## src/rtl/mem_access_pkg.sv

```systemverilog
// Shared opcodes, access-width codes and FSM state type for the byte-serial memory stage.
package mem_access_pkg;

    localparam logic        RST_ENABLE = 1'b1;
    localparam logic [31:0] ZERO_WORD  = 32'h0000_0000;

    localparam logic [6:0] LOAD_OP  = 7'b0000011;
    localparam logic [6:0] STORE_OP = 7'b0100011;

    localparam logic [2:0] F3_B  = 3'd0;
    localparam logic [2:0] F3_H  = 3'd1;
    localparam logic [2:0] F3_W  = 3'd2;
    localparam logic [2:0] F3_BU = 3'd4;
    localparam logic [2:0] F3_HU = 3'd5;

    typedef enum logic [1:0] {
        ST_IDLE,
        ST_ACCESS,
        ST_WAIT
    } state_t;

    // Index of the last byte of an access; unlisted codes fall back to a full word.
    function automatic logic [1:0] last_index(input logic [2:0] funct3, input logic is_store);
        logic [1:0] idx;
        case (funct3)
            F3_B:    idx = 2'd0;
            F3_H:    idx = 2'd1;
            F3_BU:   idx = is_store ? 2'd3 : 2'd0;
            F3_HU:   idx = is_store ? 2'd3 : 2'd1;
            default: idx = 2'd3;
        endcase
        return idx;
    endfunction

endpackage

```

## src/rtl/mem_access_load_ext.sv

```systemverilog
// Assembles little-endian load bytes and applies sign or zero extension.
module mem_load_ext
    import mem_access_pkg::*;
(
    input  logic [7:0]  byte0,
    input  logic [7:0]  byte1,
    input  logic [7:0]  byte2,
    input  logic [7:0]  byte3,
    input  logic [2:0]  funct3,
    output logic [31:0] value
);

    always_comb begin
        value = {byte3, byte2, byte1, byte0};
        case (funct3)
            F3_B:    value = {{24{byte0[7]}}, byte0};
            F3_H:    value = {{16{byte1[7]}}, byte1, byte0};
            F3_BU:   value = {24'h000000, byte0};
            F3_HU:   value = {16'h0000, byte1, byte0};
            default: value = {byte3, byte2, byte1, byte0};
        endcase
    end

endmodule

```

## src/rtl/mem_access.sv

```systemverilog
// Memory stage that serialises loads/stores over a byte-wide RAM port,
// stalling the earlier pipeline stages until the access completes.
module mem_access
    import mem_access_pkg::*;
(
    input  logic        clk,
    input  logic        rst,
    input  logic        rdy,
    input  logic [6:0]  opcode_i,
    input  logic [2:0]  funct3_i,
    input  logic [4:0]  wd_i,
    input  logic        wreg_i,
    input  logic [31:0] wdata_i,
    input  logic [31:0] mem_addr_i,
    input  logic [31:0] store_data_i,
    input  logic [7:0]  mem_din_i,
    output logic [31:0] mem_a_o,
    output logic [7:0]  mem_dout_o,
    output logic        mem_wr_o,
    output logic [4:0]  wd_o,
    output logic        wreg_o,
    output logic [31:0] wdata_o,
    output logic        stall_req_o
);

    state_t      state;
    logic [1:0]  k;
    logic [7:0]  cap [4];
    logic        mem_wr_q;

    logic        is_load;
    logic        is_store;
    logic        is_mem;
    logic [1:0]  last_k;
    logic [1:0]  next_k;
    logic [7:0]  ld_byte [4];
    logic [31:0] load_value;

    assign is_load  = (opcode_i == LOAD_OP);
    assign is_store = (opcode_i == STORE_OP);
    assign is_mem   = is_load | is_store;
    assign last_k   = last_index(funct3_i, is_store);
    assign next_k   = k + 2'd1;

    // The final byte is never registered: it is taken straight from the RAM in WAIT.
    always_comb begin
        for (int unsigned i = 0; i < 4; i++) begin
            ld_byte[i] = (2'(i) == last_k) ? mem_din_i : cap[i];
        end
    end

    mem_load_ext u_load_ext (
        .byte0  (ld_byte[0]),
        .byte1  (ld_byte[1]),
        .byte2  (ld_byte[2]),
        .byte3  (ld_byte[3]),
        .funct3 (funct3_i),
        .value  (load_value)
    );

    always_ff @(posedge clk) begin
        if (rst == RST_ENABLE) begin
            state      <= ST_IDLE;
            k          <= '0;
            for (int unsigned i = 0; i < 4; i++) cap[i] <= '0;
            mem_a_o    <= '0;
            mem_dout_o <= '0;
            mem_wr_q   <= 1'b0;
        end else if (rdy) begin
            unique case (state)
                ST_IDLE: begin
                    k <= '0;
                    if (is_mem) begin
                        state      <= ST_ACCESS;
                        mem_a_o    <= mem_addr_i;
                        mem_dout_o <= is_store ? store_data_i[7:0] : 8'h00;
                        mem_wr_q   <= is_store;
                    end
                end
                ST_ACCESS: begin
                    // RAM data lags the address by one cycle, so byte k-1 lands now.
                    if (is_load && k != 2'd0) cap[k - 2'd1] <= mem_din_i;
                    if (k == last_k) begin
                        k          <= '0;
                        mem_dout_o <= '0;
                        mem_wr_q   <= 1'b0;
                        if (is_store) begin
                            state   <= ST_IDLE;
                            mem_a_o <= '0;
                        end else begin
                            state   <= ST_WAIT;
                        end
                    end else begin
                        k          <= next_k;
                        mem_a_o    <= mem_addr_i + {30'd0, next_k};
                        mem_dout_o <= is_store ? store_data_i[{next_k, 3'b000} +: 8] : 8'h00;
                        mem_wr_q   <= is_store;
                    end
                end
                ST_WAIT: begin
                    state   <= ST_IDLE;
                    mem_a_o <= '0;
                end
                default: state <= ST_IDLE;
            endcase
        end
    end

    assign mem_wr_o = mem_wr_q & rdy;

    always_comb begin
        wd_o        = wd_i;
        wreg_o      = wreg_i;
        wdata_o     = wdata_i;
        stall_req_o = 1'b0;
        if (rst == RST_ENABLE) begin
            wd_o    = '0;
            wreg_o  = 1'b0;
            wdata_o = ZERO_WORD;
        end else begin
            unique case (state)
                ST_IDLE: begin
                    if (is_mem) begin
                        stall_req_o = 1'b1;
                        wreg_o      = 1'b0;
                    end
                end
                ST_ACCESS: begin
                    wreg_o      = 1'b0;
                    stall_req_o = !(is_store && k == last_k);
                end
                ST_WAIT: begin
                    wdata_o = load_value;
                end
                default: begin
                    wreg_o = 1'b0;
                end
            endcase
        end
    end

endmodule

```

## config.mk

```make
export PLATFORM = sky130hd
export DESIGN_NAME = mem_access
export DESIGN_NICKNAME = d
export VERILOG_FILES = /design/src/rtl/mem_access_pkg.sv /design/src/rtl/mem_access_load_ext.sv /design/src/rtl/mem_access.sv
export SDC_FILE = /design/constraint.sdc
export NUM_CORES = 1
export LEC_CHECK = 0
export ABC_AREA = 1
export BUFFER_PORTS_ARGS = -buffer_cell sky130_fd_sc_hd__buf_2
export CORE_UTILIZATION = 49
export CTS_CLUSTER_DIAMETER = 200
export CTS_CLUSTER_SIZE = 25
export DETAILED_ROUTE_END_ITERATION = 10
export GPL_TIMING_DRIVEN = 0
export PLACE_DENSITY = 0.9
export SYNTH_ARGS = -nofsm -noshare
export SYNTH_HDL_FRONTEND = slang
export SYNTH_SLANG_ARGS = --single-unit
```

## constraint.sdc

```tcl
create_clock -name clk -period 4.8 [get_ports clk]
set_input_delay 1.44 -clock clk [delete_from_list [all_inputs] [get_ports clk]]
set_output_delay 1.44 -clock clk [all_outputs]
set_load 0.01 [all_outputs]
```

==> out/metrics.cfg <==
[yosys]
synth_edf_count=24
syn_avg_cell_area_um2=6.481
yosysTopAreaCell=dfxtp_1
synth_warnings=0
synth_area_leaders=dfxtp_1 (18%), edfxtp_1 (14%), nand2_1 (12%)
synthesis.instances=773
synth-seq-cells=69
synth_area_um2=5010
synth.most_common_cell=nand2_1
ys_types=40
synth.net_count=903
ys.flop_type=dfxtp_1
synthTopCellsByCount=nand2_1 (165), nor2_1 (128), inv_1 (81), o21ai_0 (81), a21oi_1 (63)
synthArstFlopShare=0
yosysTopAreaCellShare=0.1798
synth_seq_area_share=0.3237

[clock_tree]
clockRootBuffer=clkbuf_8
cts_buffer_depth=2
clkSlewWorstSetupHoldPaths_ns=0.08
cts_hold_repair.buffers=0
clkLatencyLatePin_ns=0.36
cts_num_sinks=69
htreeDepth=3
numCtsBuffers=9
post_cts_resized=0
cts_tree=done
cts_setup_buffers=0

[worst_setup_path]
crit_chain=buf_2 -> inv_1 -> nand2_1 -> nor2_4 -> nand3_4 -> nand2_8 -> nand2_1 -> o21ai_0 -> nand2_1 -> nand3_2 -> buf_6 -> nand2_1 -> a21oi_1 -> buf_2
cp-end-kind=output pin
r2r-end=mem_a_o[26]$_SDFFE_PP0P_
crit_path_frequent_cell=nand2_1
cp.arrival_ns=3.19
crit_required_ns=3.36
worst-path-buf-inv=4
r2r_cells=14
path_max_fanout=10
cp_top_family=simple AND/OR/NAND/NOR gates
cp-start-kind=input port
slowest_stage=nor2_4
timing.rr.start=k[0]$_SDFFE_PP0P_
regToRegSetupSlack_ns=1.37
cpPeakStageDelay_ns=0.20
path_class=in2out

[floorplanning]
die_h_um=103.1
placeableCoreArea_um2=9819
boundaryPins=203
die_w_um=103.1
dieArea_um2=10630
floorplan.initialDensity=0.5102
num_rows=36

[power_and_ir_drop]
power_density_nw_per_um2=216.5
p_clk_frac=0.367
p_sw_mw=0.3941
worst_ir_drop_vdd_mv=0.1578
p_leak_nw=3.219
sw_frac_of_total=0.2847
p_comb_frac=0.184
internal_power_mw=0.9900
pwr-share-seq=0.449

[place]
port-buffer-count=201
pre_cts_ws_ns=0.1827
gp_congestion=0.8998
place_hpwl_um=12180
placed_cell_area_um2=6182

[cells_and_area]
post-route-util=0.6510
fin_nets=1115
drive_above_1_share=0.2707
final_area_um2=6392
regArea_um2=1622
fillCellCount=961
syn_to_final_growth_pct=27.60
multi_input_area_um2=2888
diodes=0

[flow_run]
max-cap-violations=0

[global_routing]
grt_pass1_vias=5199
overflow=0
grt_first_pass_wirelength_um=24010
antenna_found_initial=0
grt_usage=0.2948
grt_start_max_net_pins=14

[sta]
hold_viol_final=0
final.min_clock_period_ns=4.629
fin_crit_sh=0.9644
fin_skew_ns=0.009851
fin_ws_ns=0.1709
setup_tns_ns=0
grt_setup_unrepaired=false
max_freq_mhz=216.0
finalSetupViolations=0
relSlewSlack=0.2478
report.final.slew_viol_count=0
tightest_slew_ns=1.119

[routing]
ant_nets=0
viasPerCell=5.176
wl_per_cell_um=13.97
num_vias=5813
drc=0
routed_wl_um=15690
drtIter0Drc=257
dr.pass1.iters=4

[hold_path]
min_to=mem_wr_q$_SDFFE_PP0P_
min_path_cells=2
holdCritPathClass=reg2reg
hold_path.startpoint=mem_wr_q$_SDFFE_PP0P_

[outcome]
outcome=finished clean

==> worst min-delay path, delay by kind of cell, from the launching register on <==
| family | cells | cell delay, ns |
|---|---|---|
| compound gates | 1 | 0.06 |
| simple gates | 1 | 0.06 |
| flops | 1 | 0.31 |
==> worst max path at each step <==
stage,start,endpoint,depth (start not counted)
2_1_floorplan,opcode_i[2],wdata_o[21],12
3_3_place_gp,opcode_i[2],wdata_o[24],14
3_5_place_dp,rst,wdata_o[29],7
4_1_cts,rst,wdata_o[29],7
5_1_grt,opcode_i[2],wdata_o[27],14
6_report,opcode_i[2],wdata_o[29],14
==> kinds of logic (layout without fill, tap and decap cells) <==
kind of cell / after synthesis / in the layout / share of synthesized area
buf+inv: 123 / 340 / 0.09990
compound gates: 179 / 179 / 0.1961
fa+ha+maj: 7 / 7 / 0.01898
flops: 69 / 69 / 0.3237
xor+xnor: 23 / 23 / 0.04021
simple gates: 372 / 372 / 0.3212
==> power by group through the flow <==
stage	logic, mW	clock network (mW)	registers [mW]
3_5_place_dp	0.251	0	0.635
5_1_grt	0.285	0.534	0.622
6_report	0.254	0.508	0.622
4_1_cts	0.252	0.507	0.621
2_1_floorplan	0.130	0	0.637
3_3_place_gp	0.248	0	0.634
==> layout by cell type (no fill, tap or decap), drive strengths merged <==
cell type	Yosys	routed
buf	15	216
nand2	174	174
nor2	134	134
inv	84	85
o21ai	81	81
a21oi	71	71
dfxtp	45	45
clkbuf	22	33
nand3	26	26
edfxtp	24	24
nor3	16	16
o22ai	15	15
xor2	13	13
xnor2	10	10
or2	10	10
nand4	10	10
o211ai	8	8
ha	6	6
clkinv	2	3
clkinvlp	0	2
and3	1	1
o221ai	1	1
a31oi	1	1
o31ai	1	1
nand3b	1	1
o21bai	1	1
fa	1	1
bufinv	0	1
==> state kept, by name (all words and copies together), names as in the netlist <==
name / cells
state: 2
mem_wr_q: 1
cap: 24
mem_a_o: 32
k: 2
mem_dout_o: 8
==> per-stage QoR <==
step	hold slack (ns)	instances	total power [mW]
floorplan	0.4456	773	0.7669
global placement	0.4549	1107	0.8825
detailed placement	0.4724	1107	0.8858
CTS	0.4841	1123	1.381
global route	0.5115	1123	1.442
finish	0.4792	1123	1.384
==> layer usage <==
metal	track usage	part of all wire	vias to the layer above
li1	-	-	2940
met1	0.3492	0.42	2590
met2	0.5277	0.48	249
met3	0.05356	0.069	34
met4	0.1148	0.029	0
met5	0	0	-
==> layout make-up <==
cell class              instances  share of cell area
multi-input cells             581              0.4518
flip-flops and latches         69              0.2537
plain buffers                  37             0.02779
inverters                      86             0.05050
repair buffers                201              0.1574
clock buffers                  11             0.02388
well taps                     133             0.02603
clock inverters                 5            0.009004
Power figures use the tool's default switching activity.
